**src/rtl/uart_cmd_pkg.sv**
```systemverilog
// rtl/uart_cmd_pkg.sv - shared encodings for the UART command parser
package uart_cmd_pkg;

    typedef enum logic [2:0] {
        ST_IDLE  = 3'd0,
        ST_CH    = 3'd1,
        ST_WAVE  = 3'd2,
        ST_ADDER = 3'd3,
        ST_AMPL  = 3'd4,
        ST_CHK   = 3'd5,
        ST_EOM   = 3'd6
    } state_t;

    localparam logic [7:0] SOM_BYTE = 8'h73;
    localparam logic [7:0] EOM_BYTE = 8'h65;

    localparam logic [2:0] ERR_NONE     = 3'd0;
    localparam logic [2:0] ERR_UART     = 3'd1;
    localparam logic [2:0] ERR_TIMEOUT  = 3'd2;
    localparam logic [2:0] ERR_CHECKSUM = 3'd3;
    localparam logic [2:0] ERR_EOM      = 3'd4;
    localparam logic [2:0] ERR_CHANNEL  = 3'd5;

endpackage

```
**src/rtl/uart_gap_timer.sv**
```systemverilog
// rtl/uart_gap_timer.sv - inter-byte gap timer, expires after TIMEOUT_CYC idle cycles
module uart_gap_timer #(
    parameter int TIMEOUT_CYC = 1000000
) (
    input  logic clk,
    input  logic reset,
    input  logic clear,
    input  logic enable,
    output logic expired
);

    localparam int CW = $clog2(TIMEOUT_CYC + 1);

    logic [CW-1:0] count_q;

    // count_q holds the number of idle cycles already elapsed, so expiry is flagged on the last one
    assign expired = enable && (count_q >= CW'(TIMEOUT_CYC - 1));

    always_ff @(posedge clk) begin
        if (reset || clear || !enable) begin
            count_q <= '0;
        end else if (!expired) begin
            count_q <= count_q + CW'(1);
        end
    end

endmodule

```
**src/rtl/uart_cmd_parser.sv**
```systemverilog
// rtl/uart_cmd_parser.sv - framed UART command parser committing per-channel waveform settings
module uart_cmd_parser
    import uart_cmd_pkg::*;
#(
    parameter int NUM_CH      = 4,
    parameter int ADDER_W     = 32,
    parameter int AMPL_W      = 32,
    parameter int TIMEOUT_CYC = 1000000,
    parameter int ADDER_RST   = 214748,
    parameter int AMPL_RST    = 255
) (
    input  logic                  clk,
    input  logic                  reset,
    output logic                  from_uart_ready,
    input  logic [7:0]            from_uart_data,
    input  logic                  from_uart_error,
    input  logic                  from_uart_valid,
    output logic [NUM_CH*8-1:0]   wave_sel,
    output logic [NUM_CH*ADDER_W-1:0] adder,
    output logic [NUM_CH*AMPL_W-1:0]  amplitude,
    output logic                  update_valid,
    output logic [7:0]            update_ch,
    output logic                  err_valid,
    output logic [2:0]            err_code,
    output logic [15:0]           err_count
);

    localparam int ADB = ADDER_W / 8;
    localparam int AMB = AMPL_W / 8;

    state_t               state_q;
    logic                 ready_q;
    logic [1:0]           cnt_q;
    logic [7:0]           ch_q;
    logic [7:0]           wave_sh_q;
    logic [ADDER_W-1:0]   adder_sh_q;
    logic [AMPL_W-1:0]    ampl_sh_q;
    logic [7:0]           xor_q;
    logic                 chk_ok_q;
    logic                 update_valid_q;
    logic [7:0]           update_ch_q;
    logic                 err_valid_q;
    logic [2:0]           err_code_q;
    logic [15:0]          err_count_q;

    logic                 byte_acc;
    logic                 tmo_expired;
    logic                 ch_ok;
    logic                 commit;
    logic                 err_fire;
    logic [2:0]           err_code_d;

    assign byte_acc = from_uart_valid && ready_q;
    assign ch_ok    = ({1'b0, ch_q} < 9'(NUM_CH));

    uart_gap_timer #(.TIMEOUT_CYC(TIMEOUT_CYC)) u_gap_timer (
        .clk     (clk),
        .reset   (reset),
        .clear   (byte_acc),
        .enable  (state_q != ST_IDLE),
        .expired (tmo_expired)
    );

    // Frame verdict at the EOM byte; an arriving byte always wins over a coincident timeout
    always_comb begin
        err_fire   = 1'b0;
        err_code_d = ERR_NONE;
        commit     = 1'b0;
        if (byte_acc && from_uart_error) begin
            err_fire   = 1'b1;
            err_code_d = ERR_UART;
        end else if (byte_acc && state_q == ST_EOM) begin
            if (from_uart_data != EOM_BYTE) begin
                err_fire   = 1'b1;
                err_code_d = ERR_EOM;
            end else if (!chk_ok_q) begin
                err_fire   = 1'b1;
                err_code_d = ERR_CHECKSUM;
            end else if (!ch_ok) begin
                err_fire   = 1'b1;
                err_code_d = ERR_CHANNEL;
            end else begin
                commit = 1'b1;
            end
        end else if (!byte_acc && tmo_expired) begin
            err_fire   = 1'b1;
            err_code_d = ERR_TIMEOUT;
        end
    end

    always_ff @(posedge clk) begin
        if (reset) begin
            state_q        <= ST_IDLE;
            ready_q        <= 1'b0;
            cnt_q          <= '0;
            ch_q           <= '0;
            wave_sh_q      <= '0;
            adder_sh_q     <= '0;
            ampl_sh_q      <= '0;
            xor_q          <= '0;
            chk_ok_q       <= 1'b0;
            update_valid_q <= 1'b0;
            update_ch_q    <= '0;
            err_valid_q    <= 1'b0;
            err_code_q     <= ERR_NONE;
            err_count_q    <= '0;
        end else begin
            ready_q        <= 1'b1;
            update_valid_q <= commit;
            err_valid_q    <= err_fire;
            if (commit) begin
                update_ch_q <= ch_q;
            end
            if (err_fire) begin
                err_code_q <= err_code_d;
                if (err_count_q != 16'hFFFF) begin
                    err_count_q <= err_count_q + 16'd1;
                end
            end
            if (err_fire) begin
                state_q <= ST_IDLE;
            end else if (byte_acc) begin
                case (state_q)
                    ST_IDLE: begin
                        if (from_uart_data == SOM_BYTE) begin
                            state_q <= ST_CH;
                            xor_q   <= '0;
                            cnt_q   <= '0;
                        end
                    end
                    ST_CH: begin
                        ch_q    <= from_uart_data;
                        xor_q   <= xor_q ^ from_uart_data;
                        state_q <= ST_WAVE;
                    end
                    ST_WAVE: begin
                        wave_sh_q <= from_uart_data;
                        xor_q     <= xor_q ^ from_uart_data;
                        cnt_q     <= '0;
                        state_q   <= ST_ADDER;
                    end
                    ST_ADDER: begin
                        adder_sh_q <= (adder_sh_q << 8) | ADDER_W'(from_uart_data);
                        xor_q      <= xor_q ^ from_uart_data;
                        if (cnt_q == 2'(ADB - 1)) begin
                            cnt_q   <= '0;
                            state_q <= ST_AMPL;
                        end else begin
                            cnt_q <= cnt_q + 2'd1;
                        end
                    end
                    ST_AMPL: begin
                        ampl_sh_q <= (ampl_sh_q << 8) | AMPL_W'(from_uart_data);
                        xor_q     <= xor_q ^ from_uart_data;
                        if (cnt_q == 2'(AMB - 1)) begin
                            cnt_q   <= '0;
                            state_q <= ST_CHK;
                        end else begin
                            cnt_q <= cnt_q + 2'd1;
                        end
                    end
                    ST_CHK: begin
                        chk_ok_q <= (from_uart_data == xor_q);
                        state_q  <= ST_EOM;
                    end
                    default: begin
                        state_q <= ST_IDLE;
                    end
                endcase
            end
        end
    end

    for (genvar g = 0; g < NUM_CH; g++) begin : g_ch
        logic [7:0]         wave_q;
        logic [ADDER_W-1:0] adder_q;
        logic [AMPL_W-1:0]  ampl_q;

        always_ff @(posedge clk) begin
            if (reset) begin
                wave_q  <= '0;
                adder_q <= ADDER_W'(ADDER_RST);
                ampl_q  <= AMPL_W'(AMPL_RST);
            end else if (commit && ch_q == 8'(g)) begin
                wave_q  <= wave_sh_q;
                adder_q <= adder_sh_q;
                ampl_q  <= ampl_sh_q;
            end
        end

        assign wave_sel[g*8 +: 8]             = wave_q;
        assign adder[g*ADDER_W +: ADDER_W]    = adder_q;
        assign amplitude[g*AMPL_W +: AMPL_W]  = ampl_q;
    end

    assign from_uart_ready = ready_q;
    assign update_valid    = update_valid_q;
    assign update_ch       = update_ch_q;
    assign err_valid       = err_valid_q;
    assign err_code        = err_code_q;
    assign err_count       = err_count_q;

endmodule

```
**config.mk**
```make
export PLATFORM = sky130hd
export DESIGN_NAME = uart_cmd_parser
export DESIGN_NICKNAME = d
export VERILOG_FILES = /design/src/rtl/uart_cmd_pkg.sv /design/src/rtl/uart_gap_timer.sv /design/src/rtl/uart_cmd_parser.sv
export SDC_FILE = /design/constraint.sdc
export NUM_CORES = 1
export LEC_CHECK = 0
export BUFFER_PORTS_ARGS = -buffer_cell sky130_fd_sc_hd__buf_2
export CORE_ASPECT_RATIO = 1.1
export CORE_UTILIZATION = 58
export CTS_BUF_LIST = sky130_fd_sc_hd__clkbuf_16
export DETAILED_ROUTE_END_ITERATION = 8
export GPL_ROUTABILITY_DRIVEN = 0
export MAX_ROUTING_LAYER = met4
export PLACE_DENSITY = 0.9
export SYNTH_ARGS = -nofsm -noshare
export SYNTH_HDL_FRONTEND = slang
export SYNTH_SLANG_ARGS = --single-unit
```
**constraint.sdc**
```tcl
create_clock -name clk -period 3.3 [get_ports clk]
set_input_delay 0.165 -clock clk [delete_from_list [all_inputs] [get_ports clk]]
set_output_delay 0.165 -clock clk [all_outputs]
set_load 0.02 [all_outputs]
```
# After elaboration in Yosys (flattened, before gate mapping)
# Cells that the tools add are included.
# classes
add_sub_neg	3
multipliers	0
div_mod_pow	0
order_cmp	2
n_eq_ne	17
shift	0
muxes	27
bitwise	4
reduce_logical	30
# op_table
op	n
$or 32x8->32	2
$mux 3	8
$add 20x1->20 const B	1
$ge 20x20->1 const B	1
$pmux 3 s6	1
$add 16x1->16 const B	1
$eq 8x2->1 const B	2
$ne 16x16->1 const B	1
$pmux 8 s2	1
$reduce_and 3->1	5
$mux 1	12
$reduce_and 4->1	3
$eq 3x3->1 const B	3
$logic_and 1x1->1	9
$eq 8x1->1 const B	1
$eq 8x7->1 const B	1
$eq 8x8->1	1
$logic_not 8->1	1
$lt 8x3->1 const B	1
$mux 8	1
$ne 8x7->1 const B	1
$xor 8x8->8	1
$eq 3x2->1 const B	2
$mux 2	3
other kinds (14)	20
# word_totals
ff_bits	432
latchBits	0
mem_bits_rw	0
romBits	0
inputBits	12
memories	0

# Longest topological paths before layout
# Gate-level depths: netlist (run 1).
# depth
ltp_word	8
depth_mapped	10

# Hierarchy
# From an unflattened synthesis (run 1), not the netlist that was laid out.
# unflattened
cells_unflattened	1985
hier_area_um2	15798.9
# by_module_without_submodules
module	n_inst	cells_per_inst	area_per_inst_um2
uart_cmd_parser	1	1859	14777.9
uart_gap_timer	1	126	1021.0

# Worst setup path after synthesis (run 1)
# Ideal clock, no wire load.
# synth_timing
path_type	register to register
start	reg ch_q[2]
end	reg err_count_q[1], in the netlist err_count[1]
setup_time_ns	0.128
arrival_time_ns	2.131
required_ns	3.172
path_slack_ns	1.041
stages_incl_launch_ff	9
cell_sequence	dfxtp_1 > or4_4 > nor4b_4 > a21boi_2 > o31ai_2 > buf_2 > buf_4 > mux2i_1 > nor2_1
# synth_via
elab_chain_cells	7
# synth_rtl
item	line_no	text
from (decl)	uart_cmd_parser.sv:34	logic [7:0] ch_q;
from (signal assigned)	uart_cmd_parser.sv:132	ch_q <= from_uart_data;
$lt 8x3->1	uart_cmd_parser.sv:54	assign ch_ok = ({1'b0, ch_q} < 9'(NUM_CH));
$mux 1	uart_cmd_parser.sv:79	end else if (!ch_ok) begin
$mux 1	uart_cmd_parser.sv:76	end else if (!chk_ok_q) begin
$mux 1	uart_cmd_parser.sv:73	if (from_uart_data != EOM_BYTE) begin
$mux 1	uart_cmd_parser.sv:72	end else if (byte_acc && state_q == ST_EOM) begin
$mux 1	uart_cmd_parser.sv:69	if (byte_acc && from_uart_error) begin
$reduce_and 2->1 (no line)	--	
to (signal assigned)	uart_cmd_parser.sv:117	err_count_q <= err_count_q + 16'd1;
to (decl)	uart_cmd_parser.sv:44	logic [15:0] err_count_q;
# No other way between the ends.
# A chain may end at the register's enable or synchronous reset.

# Final worst setup path (run 1)
# layout_timing
start	reg ch_q[2]
end	reg g_ch[2].adder_q[22]
# layout_via
elab_chain_cells	7
word_cells_on_any_way	8
classes_between	order compare (1); eq/ne (1); mux (5); reduce/logical (1)
# layout_rtl
item	line_no	text
$lt 8x3->1	uart_cmd_parser.sv:54	
$mux 1	uart_cmd_parser.sv:79	
$mux 1	uart_cmd_parser.sv:76	
$mux 1	uart_cmd_parser.sv:73	
$mux 1	uart_cmd_parser.sv:72	
$mux 1	uart_cmd_parser.sv:69	
$logic_and 1x1->1 *	uart_cmd_parser.sv:184	end else if (commit && ch_q == 8'(g)) begin
to (signal assigned)	uart_cmd_parser.sv:182	adder_q <= ADDER_W'(ADDER_RST);
to (signal assigned)	uart_cmd_parser.sv:186	adder_q <= adder_sh_q;
to (decl)	uart_cmd_parser.sv:176	logic [ADDER_W-1:0] adder_q;
# Mark *: on every way between the ends. The rest lies on a longest branch, timed or not.

==> impl_metrics.py, run 1 <==
metrics = {
    "critical_path": {
        "timing.reg2reg.setup_slack_ns": 0.47,
        "timing.critical_path.required_ns": 3.74,
        "timing.critical_path.cells": "or4_4, nor4b_4, and3_1, and3_2, buf_4, nand2_1, a21oi_1",
        "cpPeakStageDelay_ns": 0.55,
        "reg2reg_depth": 7,
        "r2r_start": "ch_q[2]$_SDFFE_PP0P_",
        "rr_endpoint": "g_ch[2].adder_q[22]$_SDFFE_PP0P_",
        "cp_max_fo": 41,
        "critical_path_arrival_ns": 3.27,
        "worst_setup_end_kind": "register",
        "worst-setup-path-type": "register to register",
        "worst_path_max_delay_cell": "or4_4",
        "crit_path_start_kind": "register",
    },
    "floorplan": {
        "die_height_um": 175,
        "site_row_count": 63,
        "design.die.area_um2": 27900,
        "core-area_um2": 26900,
        "floorplan.io_pins": 330,
        "die-width_um": 159,
        "initial_core_util_pct": 58.8,
    },
    "timing": {
        "drv_slew": 0,
        "grt_setup_unrepaired": "no",
        "worst_slew_pin_slew_ns": 1.22,
        "skew_ns": 0.0218,
        "finalHoldViolCount": 0,
        "slew_headroom_pct": 18.4,
        "timing.final.setup_violations": 0,
        "fmaxAchievable_mhz": 353,
        "final_period_minus_worst_setup_slack_ns": 2.83,
        "setup-tns-final_ns": 0,
        "post-route-period-util_pct": 85.8,
    },
    "logic_synthesis": {
        "synthesized_area_divided_by_synthesized_cell_count_um2": 7.95,
        "synth_cells": 1988,
        "yosys_warnings": 0,
        "ys_seq_area_share_pct": 54.7,
        "synth_top_family_by_area": "simple AND/OR/NAND/NOR gates",
        "post_synth_instance_area_um2": 15800,
        "syn_nets": 2003,
        "yosys_register_bits": 432,
        "synth-adder-area-share_pct": 0.238,
        "synth.mux.area_fraction_pct": 1.27,
        "synth_compound_area_share_pct": 12.1,
        "post_synth_xor_area_fraction_pct": 1.33,
        "ys_dominant_reg_cell": "dfxtp_1",
        "simple_logic_cell_fraction_of_the_synthesized_area_pct": 26.2,
        "synth_enable_flop_cells": 0,
        "yosys.cell_types.count": 54,
        "synth-async-reset-ratio_pct": 0,
    },
    "power": {
        "ir_drop_mv": 0.322,
        "pwr_density_cell_nw_per_um2": 517,
        "total_leakage_power_nw": 7.60,
    },
    "cells_and_area": {
        "post_route_cells_drive_above_1_share_pct": 18.9,
        "antenna_cells_inserted": 0,
        "area.sequential_um2": 8650,
        "multi_input_area_um2": 6580,
        "mostFrequentLayoutCells": "nand2_1, dfxtp_1, buf_2",
        "final_net_count": 2264,
        "num-fill-cells": 2050,
        "final_core_area_utilization_pct": 70.4,
        "layout.cells.most_common": "nand2_1",
        "layout-area-overhead-vs-synth_pct": 19.8,
    },
    "global_routing": {
        "grt_first_pass_wirelength_um": 71100,
        "groute.usage.overall_pct": 32.4,
        "antenna_found_initial": 0,
        "grt_pass1_vias": 13800,
        "grt_start_max_net_pins": 169,
        "grt_remaining_overflow": 0,
    },
    "clocking": {
        "worst_setup_hold_path_clk_slew_ns": 0.07,
        "hold_buffers_post_cts": 6,
        "numCtsBuffers": 41,
        "cts_max_path_buffers": 3,
        "insertion_delay_ns": 0.53,
        "ctsHtreeMaxLevel": 2,
        "clockRootBuffer": "clkbuf_16",
        "cts_num_sinks": 432,
        "post_cts_resized": 0,
        "cts_setup_buffers": 0,
        "cts_tree": "yes",
    },
    "routing": {
        "drt_iter0_drc": 1558,
        "routed-via-count": 15000,
        "route.detailed.vias_per_inst": 5.69,
        "wirelength_um": 45400,
        "ant_nets": 0,
        "drt_pre_antenna_iters": 7,
        "remaining_drc_errors": 0,
        "routed_wire_length_per_instance_um": 17.2,
    },
    "worst_hold_path": {
        "hold-path-cell-count": 3,
        "worstHoldStart": "from_uart_data[2]",
        "hp-class": "primary input to register",
        "hold_path_end": "adder_sh_q[2]$_SDFFE_PP0P_",
    },
    "placed_design": {
        "numPortBuffers": 329,
        "dp_hpwl_um": 29500,
    },
    "run_status": {
        "status": "finished clean",
    },
    "run": {
        "maxCapViolations": 0,
    },
}
cells by family after synthesis:
family | Yosys count
xor gates and xnor gates | 24
AOI/OAI and AO/OA | 360
buffers and inverters | 157
DFF | 432
muxes | 20
and+or+nand+nor | 992
adders and majority gates | 3
per-layer routing:
metal	global-route usage, %	wire length (um)	part of all wire, %
met1	39.0	17800	39
met2	52.9	21800	48
met3	4.96	3660	8.1
met4	16.2	2150	4.7
met5	-	0	0
area by class of cell:
class                   instances  share of cell area [%]
clock inverters                33                    1.08
well taps                     357                    2.36
repair buffers                361                    10.3
clock buffers                  42                    5.55
inverters                      14                   0.278
multi-input cells            1399                    34.7
flip-flops and latches        432                    45.7
flip-flops by register name (all words and copies together) (netlist names), 16 cells and up:
name and count:
err_count 16, adder_sh_q 32, g_ch.ampl_q 128, g_ch.wave_q 32, ampl_sh_q 32, u_gap_timer.count_q 20
g_ch.adder_q 128
metrics by stage:
stage	hold WS (ns)	instance area (um2)	worst slack [ns]	total power, mW	cells
2_1_floorplan	0.372	15800	1.04	5.44	1988
4_1_cts	0.0132	18900	0.466	9.83	2638
6_report	0.0342	18900	0.469	9.79	2638
3_5_place_dp	0.443	17600	0.505	5.48	2557
5_1_grt	0.0375	18900	0.305	10.1	2638
3_3_place_gp	0.438	17600	0.628	5.47	2557
critical path: cells and delay by family, from the launching register on:
kind                   cells  cell delay [ns]
AOI/OAI and AO/OA          1             0.15
buffers and inverters      1             0.40
and+or+nand+nor            5             1.89
DFF                        1             0.31
synth_stat cells (4+ instances only):
| cell type | number | area, um2 |
|---|---|---|
| a211oi_1 | 4 | 30.0 |
| a21oi_1 | 307 | 1540 |
| and3_1 | 16 | 100 |
| and4_1 | 4 | 35.0 |
| buf_2 | 25 | 125 |
| buf_4 | 8 | 60.1 |
| clkbuf_1 | 107 | 402 |
| dfxtp_1 | 432 | 8650 |
| inv_1 | 14 | 52.6 |
| mux2i_1 | 19 | 190 |
| nand2_1 | 747 | 2800 |
| nand2b_1 | 6 | 37.5 |
| nand3_1 | 92 | 460 |
| nand4_1 | 10 | 62.6 |
| nor2_1 | 63 | 236 |
| nor3_1 | 9 | 45.0 |
| nor4_1 | 5 | 31.3 |
| o211ai_1 | 6 | 45.0 |
| o21ai_0 | 18 | 90.1 |
| o31ai_1 | 4 | 30.0 |
| o32ai_1 | 5 | 43.8 |
| or3_1 | 16 | 100 |
| or4_1 | 6 | 45.0 |
| xnor2_1 | 22 | 193 |
power by group:
part	internal [mW]	switching [mW]
logic	0.0300	0.121
clock network	2.47	1.96
registers	5.22	0.00251
worst max-delay path by stage:
stage / to / cells after the start / slack (ns) / start
after detailed placement: g_ch[2].ampl_q[23]$_SDFFE_PP0P_ / 7 / 0.51 / ch_q[2]$_SDFFE_PP0P_
final: g_ch[2].adder_q[22]$_SDFFE_PP0P_ / 7 / 0.47 / ch_q[2]$_SDFFE_PP0P_
after floorplan: err_count[1]$_SDFFE_PP0P_ / 8 / 1.04 / ch_q[2]$_SDFFE_PP0P_
after global placement: g_ch[0].ampl_q[25]$_SDFFE_PP0P_ / 7 / 0.63 / ch_q[2]$_SDFFE_PP0P_
after global routing: g_ch[2].adder_q[29]$_SDFFE_PP0P_ / 7 / 0.31 / ch_q[2]$_SDFFE_PP0P_
after CTS: g_ch[2].adder_q[22]$_SDFFE_PP0P_ / 7 / 0.47 / ch_q[2]$_SDFFE_PP0P_
Note: power is estimated with default switching activity, not from simulation.
==> run 2, diff against run 1 <==
--- a/config.mk
+++ b/config.mk
@@ -7,5 +7,7 @@
 export LEC_CHECK = 0
-export BUFFER_PORTS_ARGS = -buffer_cell sky130_fd_sc_hd__buf_2
+export BUFFER_PORTS_ARGS = -buffer_cell sky130_fd_sc_hd__buf_4
+export CELL_PAD_IN_SITES_DETAIL_PLACEMENT = 1
+export CELL_PAD_IN_SITES_GLOBAL_PLACEMENT = 2
 export CORE_ASPECT_RATIO = 1.1
-export CORE_UTILIZATION = 58
+export CORE_UTILIZATION = 34
 export CTS_BUF_LIST = sky130_fd_sc_hd__clkbuf_16
@@ -14,3 +16,3 @@
 export MAX_ROUTING_LAYER = met4
-export PLACE_DENSITY = 0.9
+export PLACE_DENSITY = 0.91
 export SYNTH_ARGS = -nofsm -noshare
==> constraint.sdc (replaced) <==
create_clock -name clk -period 3.3 [get_ports clk]
set_input_delay 0.33 -clock clk [delete_from_list [all_inputs] [get_ports clk]]
set_output_delay 0.33 -clock clk [all_outputs]
set_load 0.02 [all_outputs]
==> impl_metrics.py, run 2 (synthesized netlist as in run 1, its figures left out) <==
metrics = {
    "run_status": {
        "status": "finished clean",
    },
    "cells_and_area": {
        "final_net_count": 2262,
        "layout_top_registers": "g_ch.adder_q: 128 flops, g_ch.ampl_q: 128 flops",
        "mostFrequentLayoutCells": "nand2_1, dfxtp_1, buf_4",
        "final_core_area_utilization_pct": 44.1,
        "antenna_cells_inserted": 0,
        "post_route_cells_drive_above_1_share_pct": 19.3,
        "num-fill-cells": 5511,
        "layout-area-overhead-vs-synth_pct": 27.8,
        "fin_area_um2": 20200,
        "layout.cells.most_common": "nand2_1",
    },
    "critical_path": {
        "cp_max_fo": 31,
        "worst_setup_end_kind": "register",
        "crit_path_start_kind": "register",
        "timing.critical_path.required_ns": 3.79,
        "critical_path_arrival_ns": 3.40,
        "worst-setup-path-type": "register to register",
    },
    "global_routing": {
        "grt_remaining_overflow": 0,
        "grt_pass1_vias": 14900,
        "grt_first_pass_wirelength_um": 85400,
        "grt_start_max_net_pins": 211,
        "groute.usage.overall_pct": 23.6,
        "antenna_found_initial": 0,
    },
    "routing": {
        "routed-via-count": 14600,
        "route.detailed.vias_per_inst": 5.08,
        "remaining_drc_errors": 0,
        "drt_iter0_drc": 725,
        "routed_wire_length_per_instance_um": 19.1,
        "wirelength_um": 54800,
        "drt_pre_antenna_iters": 5,
        "ant_nets": 0,
    },
    "floorplan": {
        "die-width_um": 208,
        "die_height_um": 228,
        "site_row_count": 82,
        "initial_core_util_pct": 34.5,
        "floorplan.io_pins": 330,
        "design.die.area_um2": 47300,
        "core-area_um2": 45800,
    },
    "clocking": {
        "cts_num_sinks": 432,
        "post_cts_resized": 0,
        "clockRootBuffer": "clkbuf_16",
        "cts_tree": "yes",
        "insertion_delay_ns": 0.59,
        "cts_setup_buffers": 0,
        "cts_max_path_buffers": 3,
        "ctsHtreeMaxLevel": 2,
        "numCtsBuffers": 46,
        "worst_setup_hold_path_clk_slew_ns": 0.06,
        "hold_buffers_post_cts": 0,
    },
    "placed_design": {
        "pre_cts_slack_ns": 0.386,
        "numPortBuffers": 329,
        "dpl-instance-area_um2": 18800,
        "dp_hpwl_um": 36800,
    },
    "worst_hold_path": {
        "hp-class": "primary input to register",
    },
    "power": {
        "total_leakage_power_nw": 7.78,
        "pwr_density_cell_nw_per_um2": 508,
        "power_mw": 10.3,
        "ir_drop_mv": 0.318,
    },
    "timing": {
        "post-route-worst-setup-slack_ns": 0.388,
        "skew_ns": 0.0246,
        "post-route-period-util_pct": 88.2,
        "drv_slew": 0,
        "worst_slew_pin_slew_ns": 0.931,
        "grt_setup_unrepaired": "no",
        "slew_headroom_pct": 37.9,
        "final_period_minus_worst_setup_slack_ns": 2.91,
        "finalHoldViolCount": 0,
        "fmaxAchievable_mhz": 343,
        "setup-tns-final_ns": 0,
        "timing.final.setup_violations": 0,
    },
    "run": {
        "maxCapViolations": 0,
    },
}
## run 2: cell types whose count changed in the layout (fill, tap and decap cells not counted), sizes merged
| cell | before | now |
|---|---|---|
| clkbuf | 42 | 47 |
| buf | 355 | 354 |
| clkinvlp | 1 | 2 |
| dlygate4sd3 | 6 | 0 |
## run 2: final timing paths
path,from,to,slack (ns),cells past startpoint
setup / recovery,ch_q[2]$_SDFFE_PP0P_,g_ch[2].adder_q[21]$_SDFFE_PP0P_,0.39,7
hold / removal,from_uart_data[6],ampl_sh_q[6]$_SDFFE_PP0P_,0.06,3
setup reg to reg,ch_q[2]$_SDFFE_PP0P_,g_ch[2].adder_q[21]$_SDFFE_PP0P_,0.39,7
hold reg to reg,err_code[1]$_SDFFE_PP0P_,err_code[1]$_SDFFE_PP0P_,0.45,2
## run 2: per-layer routing
layer / share of wire (%) / GRT usage [%] / up-vias / wire [um]
met2: 48 / 39.2 / 334 / 26600
met4: 3.1 / 7.93 / 0 / 1690
li1: - / - / 7037 / -
met3: 5.6 / 5.34 / 103 / 3050
met5: 0 / - / - / 0
met1: 43 / 27.9 / 7106 / 23500
## run 2: report_power, final
group | total [mW] | internal (mW) | switching (mW) | leakage [nW]
clock network | 4.89 | 2.73 | 2.15 | 0.726
logic | 0.154 | 0.0313 | 0.123 | 3.57
registers | 5.22 | 5.22 | 0.00317 | 3.48
## run 2: through the flow
stage,std cells,hold slack [ns]
after floorplan,1988,0.429
after global placement,2787,0.443
after detailed placement,2787,0.450
after CTS,2868,0.0247
after global routing,2868,0.0419
final,2868,0.0601
## run 2: area by class of cell
cell class | count | area (um2) | share of cell area, %
multi-input combinational | 1399 | 6590 | 32.6
timing repair buffer | 354 | 2770 | 13.7
clock buffer | 47 | 1180 | 5.83
inverter | 14 | 52.6 | 0.260
sequential | 432 | 8650 | 42.8
tap | 588 | 736 | 3.64
clock inverter | 34 | 225 | 1.12
## run 2: worst max-delay path, stage by stage (launching register included)
cell	delay, ns
dfxtp_1	0.31
or4_4	0.55
nor4b_4	0.42
and3_1	0.52
and3_2	0.52
buf_12	0.24
nand2_1	0.09
a21oi_1	0.16
